[config.mk]
export PLATFORM = sky130hd
export DESIGN_NAME = risc4_control_unit
export DESIGN_NICKNAME = d
export VERILOG_FILES = /design/src/rtl/risc4_pkg.sv /design/src/rtl/risc4_regfile.sv /design/src/rtl/risc4_control_unit.sv
export SDC_FILE = /design/constraint.sdc
export NUM_CORES = 1
export LEC_CHECK = 0
export BUFFER_PORTS_ARGS = -buffer_cell sky130_fd_sc_hd__buf_2
export CORE_MARGIN = 1
export CORE_UTILIZATION = 51
export DETAILED_ROUTE_END_ITERATION = 10
export PLACE_DENSITY_LB_ADDON = 0.3
export REMOVE_ABC_BUFFERS = 1
export SLEW_MARGIN = 10
export SYNTH_ARGS = -nofsm -noshare
export SYNTH_HDL_FRONTEND = slang
export SYNTH_SLANG_ARGS = --single-unit
[constraint.sdc]
create_clock -name clk -period 2.65 [get_ports clk]
set_clock_uncertainty 0.05 [all_clocks]
set_input_delay 0 -clock clk [delete_from_list [all_inputs] [get_ports clk]]
set_output_delay 0 -clock clk [all_outputs]
set_load 0.01 [all_outputs]
[src/rtl/risc4_pkg.sv]
`default_nettype none
// ============================================================================
// risc4_pkg : opcodes, sequencer states and instruction field positions
// Rev 1.0
// ============================================================================
package risc4_pkg;

    // Codes 000-100 double as the ALU select values.
    localparam logic [2:0] OP_ADD = 3'b000;
    localparam logic [2:0] OP_SUB = 3'b001;
    localparam logic [2:0] OP_AND = 3'b010;
    localparam logic [2:0] OP_OR  = 3'b011;
    localparam logic [2:0] OP_NOT = 3'b100;
    localparam logic [2:0] OP_LDI = 3'b101;
    localparam logic [2:0] OP_JNZ = 3'b110;
    localparam logic [2:0] OP_HLT = 3'b111;

    typedef enum logic [2:0] {
        S_IDLE    = 3'd0,
        S_FETCH   = 3'd1,
        S_DECODE  = 3'd2,
        S_EXECUTE = 3'd3,
        S_HALT    = 3'd4
    } state_t;

    localparam int OP_MSB  = 11;
    localparam int OP_LSB  = 9;
    localparam int RD_MSB  = 8;
    localparam int RD_LSB  = 7;
    localparam int RS_MSB  = 6;
    localparam int RS_LSB  = 5;
    localparam int RSV_BIT = 4;
    localparam int IMM_MSB = 3;
    localparam int IMM_LSB = 0;

endpackage
`default_nettype wire

[src/rtl/risc4_regfile.sv]
`default_nettype none
// ============================================================================
// risc4_regfile : 4x4-bit register file, two operand reads, one debug read
// Rev 1.0
// ============================================================================
module risc4_regfile #(
    parameter  int NREG = 4,
    parameter  int DW   = 4,
    localparam int AW   = $clog2(NREG)
) (
    input  logic          clk,
    input  logic          rst,
    input  logic          we_i,
    input  logic [AW-1:0] waddr_i,
    input  logic [DW-1:0] wdata_i,
    input  logic [AW-1:0] raddr_a_i,
    output logic [DW-1:0] rdata_a_o,
    input  logic [AW-1:0] raddr_b_i,
    output logic [DW-1:0] rdata_b_o,
    input  logic [AW-1:0] dbg_sel_i,
    output logic [DW-1:0] dbg_data_o
);

    logic [DW-1:0] w_regs [NREG];

    for (genvar g = 0; g < NREG; g++) begin : g_reg
        logic [DW-1:0] val_q;

        always_ff @(posedge clk or posedge rst) begin
            if (rst) begin
                val_q <= '0;
            end else if (we_i && (waddr_i == AW'(g))) begin
                val_q <= wdata_i;
            end
        end

        assign w_regs[g] = val_q;
    end

    assign rdata_a_o  = w_regs[raddr_a_i];
    assign rdata_b_o  = w_regs[raddr_b_i];
    assign dbg_data_o = w_regs[dbg_sel_i];

endmodule
`default_nettype wire

[src/rtl/risc4_control_unit.sv]
`default_nettype none
// ============================================================================
// risc4_control_unit : fetch/decode/execute sequencer owning pc, ir and regs
// Rev 1.0
// ============================================================================
module risc4_control_unit
    import risc4_pkg::*;
#(
    parameter int IW   = 12,
    parameter int PCW  = 4,
    parameter int NREG = 4
) (
    input  logic           clk,
    input  logic           rst,
    input  logic           start,
    output logic [PCW-1:0] imem_addr,
    input  logic [IW-1:0]  imem_data,
    output logic [3:0]     alu_a,
    output logic [3:0]     alu_b,
    output logic [2:0]     alu_sel,
    input  logic [3:0]     alu_out,
    output logic [PCW-1:0] pc,
    output logic           halted,
    output logic           instr_done,
    input  logic [1:0]     dbg_sel,
    output logic [3:0]     dbg_data
);

    state_t         state_q;
    logic [PCW-1:0] pc_q;
    logic [PCW-1:0] pc_d;
    logic [IW-1:0]  ir_q;
    logic           halted_q;
    logic           done_q;

    logic [2:0]     w_op;
    logic [1:0]     w_rd;
    logic [1:0]     w_rs;
    logic [3:0]     w_imm;
    logic           w_we;
    logic [3:0]     w_wdata;
    logic           unused_rsv;

    assign w_op       = ir_q[OP_MSB:OP_LSB];
    assign w_rd       = ir_q[RD_MSB:RD_LSB];
    assign w_rs       = ir_q[RS_MSB:RS_LSB];
    assign w_imm      = ir_q[IMM_MSB:IMM_LSB];
    assign unused_rsv = ir_q[RSV_BIT];

    // Single write port, active only while executing a writing opcode.
    assign w_we    = (state_q == S_EXECUTE) && (w_op != OP_JNZ) && (w_op != OP_HLT);
    assign w_wdata = (w_op == OP_LDI) ? w_imm : alu_out;

    risc4_regfile #(
        .NREG (NREG),
        .DW   (4)
    ) u_regfile (
        .clk        (clk),
        .rst        (rst),
        .we_i       (w_we),
        .waddr_i    (w_rd),
        .wdata_i    (w_wdata),
        .raddr_a_i  (w_rd),
        .rdata_a_o  (alu_a),
        .raddr_b_i  (w_rs),
        .rdata_b_o  (alu_b),
        .dbg_sel_i  (dbg_sel),
        .dbg_data_o (dbg_data)
    );

    always_comb begin
        pc_d = pc_q + PCW'(1);
        if (w_op == OP_HLT) begin
            pc_d = pc_q;
        end else if ((w_op == OP_JNZ) && (alu_a != 4'd0)) begin
            pc_d = PCW'(w_imm);
        end
    end

    always_ff @(posedge clk or posedge rst) begin
        if (rst) begin
            state_q  <= S_IDLE;
            pc_q     <= '0;
            ir_q     <= '0;
            halted_q <= 1'b0;
            done_q   <= 1'b0;
        end else begin
            done_q <= 1'b0;
            unique case (state_q)
                S_IDLE: begin
                    if (start) begin
                        pc_q    <= '0;
                        state_q <= S_FETCH;
                    end
                end
                S_FETCH: begin
                    state_q <= S_DECODE;
                end
                S_DECODE: begin
                    ir_q    <= imem_data;
                    done_q  <= 1'b1;
                    state_q <= S_EXECUTE;
                end
                S_EXECUTE: begin
                    pc_q <= pc_d;
                    if (w_op == OP_HLT) begin
                        halted_q <= 1'b1;
                        state_q  <= S_HALT;
                    end else begin
                        state_q  <= S_FETCH;
                    end
                end
                S_HALT: begin
                    if (start) begin
                        pc_q     <= '0;
                        halted_q <= 1'b0;
                        state_q  <= S_FETCH;
                    end
                end
                default: begin
                    state_q <= S_IDLE;
                end
            endcase
        end
    end

    assign imem_addr  = pc_q;
    assign pc         = pc_q;
    assign alu_sel    = w_op;
    assign halted     = halted_q;
    assign instr_done = done_q;

endmodule
`default_nettype wire

# Yosys cells after proc, flatten, opt, wreduce, memory -nomap -nowiden
# Index checks and enable logic that the tools add are counted.
[word_totals]
ff_bits = 37
inputBits = 21
out_inout_bits = 25
elab_cells = 68
[op_classes]
n_addsub = 1
order_cmp = 3
n_eq_ne = 16
muxes = 21
n_bitwise = 3
reduce_logical = 15
[ops]
columns = ["op", "n"]
rows = [
  ["4-bit two-way mux", 10],
  ["4-bit binary-select mux with 2-bit select", 3],
  ["3-bit == test, second input constant", 4],
  ["3-bit case mux with 4 select lines", 1],
  ["3-bit greater-or-equal comparator, second input constant", 3],
  ["2-bit NOT with 3-bit output", 3],
  ["4-bit case mux with 2 select lines", 1],
  ["1-bit logical AND", 7],
  ["3-bit by 2-bit == test with 1-bit output, second input constant", 2],
  ["3-bit two-way mux", 2],
  ["3-bit inequality test, second input constant", 2],
  ["3-bit AND reduction", 2],
  ["4-bit by 1-bit adder with 4-bit output, second input constant", 1],
  ["2-bit == test, second input constant", 2],
  ["2-bit by 1-bit inequality test with 1-bit output, second input constant", 2],
  ["2-bit inequality test, second input constant", 2],
  ["2-bit nonzero test", 2],
  ["4-bit nonzero test", 1],
  ["3-bit by 1-bit == test with 1-bit output, second input constant", 1],
  ["3-bit zero test", 1],
  ["1-bit two-way mux", 3],
  ["2-bit by 1-bit == test with 1-bit output, second input constant", 1],
  ["2-bit zero test", 1],
  ["1-bit case mux with 2 select lines", 1],
  ["2-bit OR reduction", 1],
]

# Longest topological paths before layout
# Gate-level depths: netlist of the first run.
[logic_depth]
depth_word = 9
ltp_mapped = 5
ltp_nobuf = 4

# Hierarchy
# A second synthesis of the first run with hierarchy kept.
[hier_totals]
cells_unflattened = 138
area_unflattened_um2 = 1929.4
[by_module_without_submodules]
columns = ["mod", "n_inst", "cells_each", "area_per_inst_um2", "seq_area_each_um2"]
rows = [
  ["risc4_control_unit", 1, 89, 1036.0, 500.5],
  ["risc4_regfile", 1, 49, 893.4, 400.4],
]

# Least setup slack after synthesis of the first run
# OpenSTA, ideal clock, no wires.
[synth_timing]
kind = "flip-flop to flip-flop"
start = "register ir_q[7]"
end = "register pc_q[3] (netlist: imem_addr[3])"
setup_time_ns = 0.128
arrival_time_ns = 1.838
setup_slack_ns = 0.634
path_stages_with_launch = 6
n_path_buf = 1
synth_period_minus_slack_ns = 2.016
cell_sequence = "dfrtp_1 > buf_6 > mux4_2 > o41ai_4 > mux2i_1 > o22ai_1"
[synth_via]
elab_chain_cells = 9
[synth_lines]
columns = ["item", "line_no", "rtl"]
rows = [
  ["start: declaration", "risc4_control_unit.sv:32", "logic [IW-1:0] ir_q;"],
  ["start signal: assignment", "risc4_control_unit.sv:100", "ir_q <= imem_data;"],
  ["2-bit NOT with 3-bit output (not written as such)", "risc4_regfile.sv:40", "assign rdata_a_o = w_regs[raddr_a_i];"],
  ["4-bit binary-select mux with 2-bit select", "risc4_regfile.sv:40", ""],
  ["4-bit two-way mux (not written as such) (2 in a row)", "risc4_regfile.sv:40", ""],
  ["net alu_a[0]", "risc4_control_unit.sv:18", "output logic [3:0] alu_a,"],
  ["4-bit nonzero test", "risc4_control_unit.sv:75", "end else if ((w_op == OP_JNZ) && (alu_a != 4'd0)) begin"],
  ["1-bit logical AND", "risc4_control_unit.sv:75", ""],
  ["4-bit two-way mux", "risc4_control_unit.sv:75", ""],
  ["4-bit two-way mux", "risc4_control_unit.sv:73", "if (w_op == OP_HLT) begin"],
  ["4-bit case mux with 2 select lines", "risc4_control_unit.sv:89", "unique case (state_q)"],
  ["end signal: assignment", "risc4_control_unit.sv:105", "pc_q <= pc_d;"],
  ["end: declaration", "risc4_control_unit.sv:30", "logic [PCW-1:0] pc_q;"],
]
# The timed path passes the listed nets, and every way through them passes these cells. The select of a mux whose other input is x is not followed.
# A chain may end at the register's enable or synchronous reset.

# Final worst setup path of the first run
[layout_timing]
start = "register ir_q[7]"
end = "register pc_q[3] (netlist: imem_addr[3])"
[layout_via]
elab_chain_cells = 9
[layout_lines]
columns = ["item", "line_no"]
rows = [
  ["2-bit NOT with 3-bit output (not written as such)", "risc4_regfile.sv:40"],
  ["4-bit binary-select mux with 2-bit select", "risc4_regfile.sv:40"],
  ["4-bit two-way mux (not written as such) (2 in a row)", "risc4_regfile.sv:40"],
  ["4-bit nonzero test", "risc4_control_unit.sv:75"],
  ["1-bit logical AND", "risc4_control_unit.sv:75"],
  ["4-bit two-way mux", "risc4_control_unit.sv:75"],
  ["4-bit two-way mux", "risc4_control_unit.sv:73"],
  ["4-bit case mux with 2 select lines", "risc4_control_unit.sv:89"],
]
# Every way passes these cells. The select of a mux whose other input is x is not followed.

==> impl_metrics.json, run 1 <==
{
  "arrival_ns": 2.40,
  "worst-path-max-fanout": 9,
  "critical_path.cell_chain": "mux4_2 -> o41ai_4 -> mux2i_1 -> o22ai_1",
  "slew-limit-headroom_pct": 63.0,
  "drt_drc_violations_left": 0,
  "route.detailed.wl_per_inst_um": 16.1,
  "tritoncts": "done",
  "final_core_util_pct": 68.6,
  "critPathSlowestCell": "mux4_2",
  "cts_htree_levels": 2,
  "detail_route.vias_per_cell": 5.57,
  "pre_cts_ws_ns": 0.367,
  "reg2regPathDepth": 4,
  "coreArea_mm2": 0.00347,
  "vdd_drop_max_mv": 0.802,
  "end_point_of_the_critical_path": "imem_addr[3]",
  "clockBufferDepth": 2,
  "fmax_mhz": 439,
  "floorplan.die.width_um": 63.2,
  "regToRegSetupSlack_ns": 0.37,
  "r2r-start": "ir_q[7]",
  "cts_num_sinks": 36,
  "top_layer": "met4",
  "grt_setup_unrepaired": "false",
  "ios": 46,
  "report.final.hold_viol_count": 0,
  "route.layer.met1.wl_mm": 1.70,
  "critical_path_buf_inv_count": 0,
  "critical_path_class": "register to register",
  "maxCapViolCount": 0,
  "synth_warnings": 0,
  "final-max-slew-violation-count": 0,
  "final_antenna_net_count": 0,
  "synth_top_area_share_pct": 47.1,
  "min-delay-path-class": "input port to register",
  "ff_latch_count_synth": 36,
  "critical_path_depth": 4,
  "grtUsageTotal_pct": 22.2,
  "floorplan.die_area_mm2": 0.00400,
  "antenna_cells_inserted": 0,
  "worst_skew_pair.late_latency_ns": 0.28,
  "vias": 1365,
  "placedCellCount": 224,
  "min_period_ns": 2.28,
  "cts_hold_repair.buffers": 13,
  "layout.cells.non_filler": 245,
  "clock-root-buffer": "clkbuf_8",
  "worst_setup_start_kind": "register",
  "cts_setup_buffers": 0,
  "die_height_um": 63.2,
  "placement.io_buffers": 44,
  "wl_mm": 3.94,
  "cts_repair_resize_count": 0,
  "rows": 21,
  "drt_pre_antenna_iters": 4,
  "post_synth.cell_area_avg_um2": 13.5,
  "cp-startpoint": "ir_q[7]",
  "drive_above_1_share_pct": 48.2,
  "data_required_critical_path_ns": 2.77,
  "powerDensity_mw_per_mm2": 1270,
  "timing.critical_path.slowest_cell_delay_ns": 0.60,
  "pin_count_of_the_biggest_net_entering_global_routing": 37,
  "total_leakage_power_nw": 1.09,
  "setup_ws_ns": 0.373,
  "cell_type_group_with_the_largest_total_delay_on_the_critical_path": "multiplexers",
  "fin_setup_tns_ns": 0,
  "synth_cell_area_mm2": 0.00191,
  "largest_cells_by_area_after_synthesis": "dfrtp_1 47%, mux2_2 17%, mux4_2 13%, buf_4 2.7%, mux2i_1 1.6%",
  "timing.final.crit_share_pct": 85.9,
  "globalRoute.totalOverflow": 0,
  "report.final.setup_viol": 0,
  "detailed_placement_wirelength_estimate_mm": 2.94,
  "grt_pass1_wl_mm": 6.60,
  "yosysSeqAreaShare_pct": 47.1,
  "netlist.top_cell.by_area": "dfrtp_1",
  "drt_first_iter_violations": 42,
  "number_of_global_route_vias_before_repair": 1356,
  "cts.reportedPaths.clkPinSlew_ns": 0.08,
  "post_synth_inst_count": 142,
  "post-layout-total-power_mw": 3.03,
  "max_slew.worst_pin.slew_ns": 0.553,
  "layout-area-overhead-vs-synth_pct": 24.4,
  "number_of_antenna_violations_at_the_first_check_in_global_routing": 0,
  "fin_nets": 220,
  "fill_cells": 275,
  "tritoncts.num_buffers": 5,
  "timing.rr.end": "imem_addr[3]",
  "detailroute.wirelength.met2_mm": 2.05,
  "initial_core_util_pct": 55.2,
  "timing.critical_path.to_type": "register",
  "globalplace.congestion": 0.791,
  "synth_cell_types": 28,
  "wl_met3_um": 139,
  "outcome": "finished, final reports clean"
}
==> flip-flops by register name, indices dropped and copies added, names as in the netlist <==
name               count
halted                 1
imem_addr              4
instr_done             1
ir_q                  11
state_q                3
u_regfile.g.val_q     16
==> metrics by stage <==
stage,hold WS [ns],area [um2]
6_report,0.0886,2380
5_1_grt,0.0912,2380
4_1_cts,0.0850,2380
3_5_place_dp,0.0753,2140
3_3_place_gp,0.0650,2140
2_1_floorplan,0.0340,1840
==> cell families (layout without fill, tap and decap cells) <==
group	Yosys count	count (layout)	synth area share, %
AOI/OAI and AO/OA	13	13	5.43
xor gates and xnor gates	1	1	0.458
adders and majority gates	1	1	0.654
buffers and inverters	15	72	4.71
DFF	36	36	47.1
muxes	44	44	33.0
and+or+nand+nor	32	32	8.70
==> where the power goes <==
part / switching, mW / internal [mW]
registers: 0.327 / 0.817
logic: 0.610 / 0.795
clock network: 0.200 / 0.278
==> layer usage <==
layer  global-route usage (%)  vias to the layer above
li1                         -                      639
met1                     27.9                      683
met2                     37.2                       37
met5                        0                        -
met3                     5.25                        6
met4                     8.24                        0
==> synthesized netlist by cell type <==
cell type  number
dfrtp_1        36
mux2_2         29
mux4_2         11
nand2_1         8
buf_4           7
nor2_1          7
inv_1           4
nand3_1         4
nor2b_1         4
o21ai_0         4
clkbuf_1        3
mux2i_1         3
nand3b_1        3
a31oi_1         2
and3_1          2
nor3b_1         2
o211ai_1        2
a21oi_1         1
a22o_1          1
and3b_1         1
buf_6           1
ha_1            1
mux4_1          1
nand2b_1        1
o22ai_1         1
o41ai_1         1
o41ai_4         1
xnor2_1         1
==> area by class of cell <==
cell class                 count  area (um2)  share of cell area (%)
timing repair buffer          60         373                    15.7
sequential                    36         901                    37.9
inverter                       4        15.0                   0.631
clock inverter                 3        42.5                    1.79
tap                           46        57.6                    2.42
clock buffer                   5        68.8                    2.89
multi-input combinational     91         922                    38.7
==> worst min path at each step <==
stage	depth (start not counted)	to	start
2_1_floorplan	1	state_q[2]	start
3_3_place_gp	3	halted	rst
3_5_place_dp	3	halted	rst
4_1_cts	3	u_regfile.g_reg[0].val_q[1]	alu_out[1]
5_1_grt	3	u_regfile.g_reg[0].val_q[1]	alu_out[1]
6_report	3	u_regfile.g_reg[0].val_q[1]	alu_out[1]
==> cell usage in the layout (no fill, tap or decap) <==
master,netlist,layout
buf_2,0,44
dfrtp_1,36,36
mux2_2,29,29
dlygate4sd3_1,0,13
mux4_2,11,11
nand2_1,8,8
nor2_1,7,7
clkbuf_8,0,5
nor2b_1,4,4
nand3_1,4,4
o21ai_0,4,4
inv_1,4,4
nand3b_1,3,3
mux2i_1,3,3
buf_4,7,3
and3_1,2,2
nor3b_1,2,2
a31oi_1,2,2
o211ai_1,2,2
mux4_1,1,1
and3b_1,1,1
o41ai_4,1,1
nand2b_1,1,1
xnor2_1,1,1
a22o_1,1,1
a21oi_1,1,1
o22ai_1,1,1
o41ai_1,1,1
ha_1,1,1
bufinv_16,0,1
clkinvlp_4,0,1
clkinv_2,0,1
==> worst min-delay path, stage by stage <==
cell and delay [ns]:
buf_2 0.08, mux2_2 0.18, mux2_2 0.14
Note: power is estimated with default switching activity, not from simulation.
==> run 2, diff against run 1 <==
--- a/config.mk
+++ b/config.mk
@@ -5,8 +5,9 @@
 export SDC_FILE = /design/constraint.sdc
 export NUM_CORES = 1
 export LEC_CHECK = 0
+export ABC_AREA = 1
 export BUFFER_PORTS_ARGS = -buffer_cell sky130_fd_sc_hd__buf_2
-export CORE_MARGIN = 1
+export CORE_MARGIN = 2
 export CORE_UTILIZATION = 51
 export DETAILED_ROUTE_END_ITERATION = 10
 export PLACE_DENSITY_LB_ADDON = 0.3
==> constraint.sdc (replaced) <==
create_clock -name clk -period 2.2 [get_ports clk]
set_clock_uncertainty 0.05 [all_clocks]
set_input_delay 0 -clock clk [delete_from_list [all_inputs] [get_ports clk]]
set_output_delay 0 -clock clk [all_outputs]
set_load 0.01 [all_outputs]
==> impl_metrics.json, run 2 <==
{
  "synth_top_area_share_pct": 46.1,
  "floorplan.die.width_um": 65.9,
  "holdPathEnd": "u_regfile.g_reg[3].val_q[2]",
  "detail_route.vias_per_cell": 5.33,
  "r2r-start": "ir_q[7]",
  "max_slew.worst_pin.slew_ns": 0.561,
  "clock-root-buffer": "clkbuf_8",
  "worst-path-max-fanout": 12,
  "most_flops_register": "u_regfile.g.val_q",
  "die_height_um": 65.9,
  "cts_num_sinks": 36,
  "ios": 46,
  "cts_htree_levels": 2,
  "min-delay-path-class": "input port to register",
  "initial_core_util_pct": 53.3,
  "grt_setup_unrepaired": "false",
  "slew-limit-headroom_pct": 62.4,
  "synth_warnings": 0,
  "largest_cells_by_area_after_synthesis": "dfrtp_1 46%, nand2_1 14%, mux2_2 8.6%, o21ai_0 7.9%, nor2_1 4.0%",
  "fmax_mhz": 542,
  "coreArea_mm2": 0.00366,
  "grt_pass1_wl_mm": 7.77,
  "synth_most_common_cell": "nand2_1",
  "number_of_global_route_vias_before_repair": 1729,
  "fin_setup_tns_ns": 0,
  "final_common_cell": "nand2_1",
  "holdCritStartpoint": "alu_out[2]",
  "timing.final.crit_share_pct": 83.8,
  "final-max-slew-violation-count": 0,
  "arrival_ns": 1.97,
  "critical_path_class": "register to register",
  "drt_first_iter_violations": 149,
  "mostFrequentLayoutCells": "72 x nand2_1, 44 x buf_2, 36 x dfrtp_1",
  "netlist.top_cell.by_area": "dfrtp_1",
  "layout.cells.non_filler": 343,
  "worst_skew_pair.late_latency_ns": 0.29,
  "vdd_drop_max_mv": 0.757,
  "synth_flop_cell": "dfrtp_1",
  "rows": 22,
  "synth_edf_count": 0,
  "yosysSeqAreaShare_pct": 46.1,
  "timing.critical_path.slowest_cell_delay_ns": 0.60,
  "critical_path.cell_chain": "inv_2 -> nor3_2 -> mux2_2",
  "summed_area_of_non_filler_cells_in_the_final_layout_mm2": 0.00241,
  "placed_cell_area_mm2": 0.00218,
  "min_period_ns": 1.84,
  "post_synth.cell_area_avg_um2": 8.10,
  "tritoncts.num_buffers": 5,
  "async_flop_share_pct": 100,
  "fin_nets": 317,
  "powerDensity_mw_per_mm2": 1490,
  "post_synth_inst_count": 241,
  "setup_ws_ns": 0.355,
  "synth_cell_area_mm2": 0.00195,
  "vias": 1829,
  "antenna_cells_inserted": 0,
  "outcome": "finished, final reports clean",
  "tritoncts": "done",
  "drt_pre_antenna_iters": 4,
  "synth_cell_types": 24,
  "placedCellCount": 323,
  "report.final.setup_viol": 0,
  "globalRoute.totalOverflow": 0,
  "route.detailed.wl_per_inst_um": 13.9,
  "ff_latch_count_synth": 36,
  "clockBufferDepth": 2,
  "reg2regPathDepth": 3,
  "timing.critical_path.to_type": "register",
  "pin_count_of_the_biggest_net_entering_global_routing": 37,
  "placement.io_buffers": 44,
  "timing.rr.end": "u_regfile.g_reg[3].val_q[3]",
  "cts.reportedPaths.clkPinSlew_ns": 0.07,
  "number_of_antenna_violations_at_the_first_check_in_global_routing": 0,
  "worst_setup_start_kind": "register",
  "wl_mm": 4.77,
  "pre_cts_ws_ns": 0.406,
  "cts_repair_resize_count": 0,
  "drt_drc_violations_left": 0,
  "largest_register_ffs": 16,
  "layout-area-overhead-vs-synth_pct": 23.3,
  "data_required_critical_path_ns": 2.32,
  "timing.hold.worst_path_depth": 4,
  "cts_setup_buffers": 0,
  "fill_cells": 321,
  "final_antenna_net_count": 0,
  "drive_above_1_share_pct": 26.4,
  "regToRegSetupSlack_ns": 0.36,
  "detailed_placement_wirelength_estimate_mm": 3.46,
  "floorplan.die_area_mm2": 0.00434,
  "total_leakage_power_nw": 1.23,
  "globalplace.congestion": 0.814,
  "critPathSlowestCell": "dfrtp_1",
  "report.final.hold_viol_count": 0,
  "synth.top_cells.by_count": "72 x nand2_1, 36 x dfrtp_1, 31 x o21ai_0",
  "maxCapViolCount": 0,
  "grtUsageTotal_pct": 24.2
}
==> run 2: cell types whose count changed after synthesis, moves of 3 or more <==
cell and change:
o21ai_0 +27, nor3_2 +4, mux4_2 -11, nor2b_1 -4, nand3_1 +7, nor2_1 +14, mux2_2 -14, mux2i_1 -3
nand3b_1 -3, inv_1 +13, nand2_1 +64, o22ai_1 +7
==> run 2: worst max-delay path by stage <==
| stage | start | to | slack (ns) | cells past startpoint |
|---|---|---|---|---|
| 3_5_place_dp | ir_q[7] | u_regfile.g_reg[3].val_q[0] | 0.41 | 3 |
| 2_1_floorplan | state_q[2] | ir_q[11] | 0.28 | 4 |
| 4_1_cts | ir_q[7] | u_regfile.g_reg[3].val_q[3] | 0.39 | 3 |
| 3_3_place_gp | ir_q[7] | imem_addr[3] | 0.48 | 11 |
| 5_1_grt | ir_q[7] | imem_addr[2] | 0.19 | 11 |
| 6_report | ir_q[7] | u_regfile.g_reg[3].val_q[3] | 0.36 | 3 |
==> run 2: cell families (layout without fill, tap and decap cells) <==
kind of cell	Yosys count	in the layout	share of synthesized area (%)
compound gates	42	42	11.7
mux	15	15	8.65
flops	36	36	46.1
simple gates	114	114	24.7
buf+inv	31	85	7.37
xor+xnor	2	2	0.897
fa+ha+maj	1	1	0.641
==> run 2: final cells by class <==
| type | instances | area, um2 | share of cell area [%] |
|---|---|---|---|
| Timing Repair Buffer | 59 | 365 | 15.2 |
| Multi-Input combinational cell | 174 | 913 | 37.9 |
| Inverter | 19 | 71.3 | 2.96 |
| Sequential cell | 36 | 901 | 37.4 |
| Clock buffer | 7 | 96.3 | 4.00 |
| Tap cell | 48 | 60.1 | 2.49 |
==> run 2: per-stage QoR <==
step	power (mW)	hold slack [ns]	util [%]
6_report	3.58	0.145	65.8
5_1_grt	3.88	0.172	65.8
4_1_cts	3.57	0.140	65.8
3_5_place_dp	3.05	0.0750	59.6
3_3_place_gp	2.97	0.0764	59.6
2_1_floorplan	2.42	0.0667	-
==> run 2: critical path: cells and delay by family (launching register included) <==
| family | cells | cell delay, ns |
|---|---|---|
| multiplexers | 1 | 0.39 |
| AND/OR/NAND/NOR | 1 | 0.49 |
| buffers and inverters | 1 | 0.19 |
| flip-flops | 1 | 0.60 |
==> run 2: power by group <==
group          total (mW)  switching, mW  internal [mW]
registers            1.34          0.365          0.978
logic                1.73           1.03          0.704
clock network       0.506          0.228          0.279
==> run 2: metal layers <==
layer  vias to the layer above  wire (um)  global-route usage (%)
li1                        896          -                       -
met1                       853       2060                    31.4
met2                        71       2250                    39.3
met3                         9        372                    5.62
met4                         0         87                    9.38
met5                         -          0                       0
==> run 2: timing repair <==
action	in CTS	in global routing
hold buffers	13	0
endpoints found under the setup margin	0	0
hold endpoints to repair	50	0
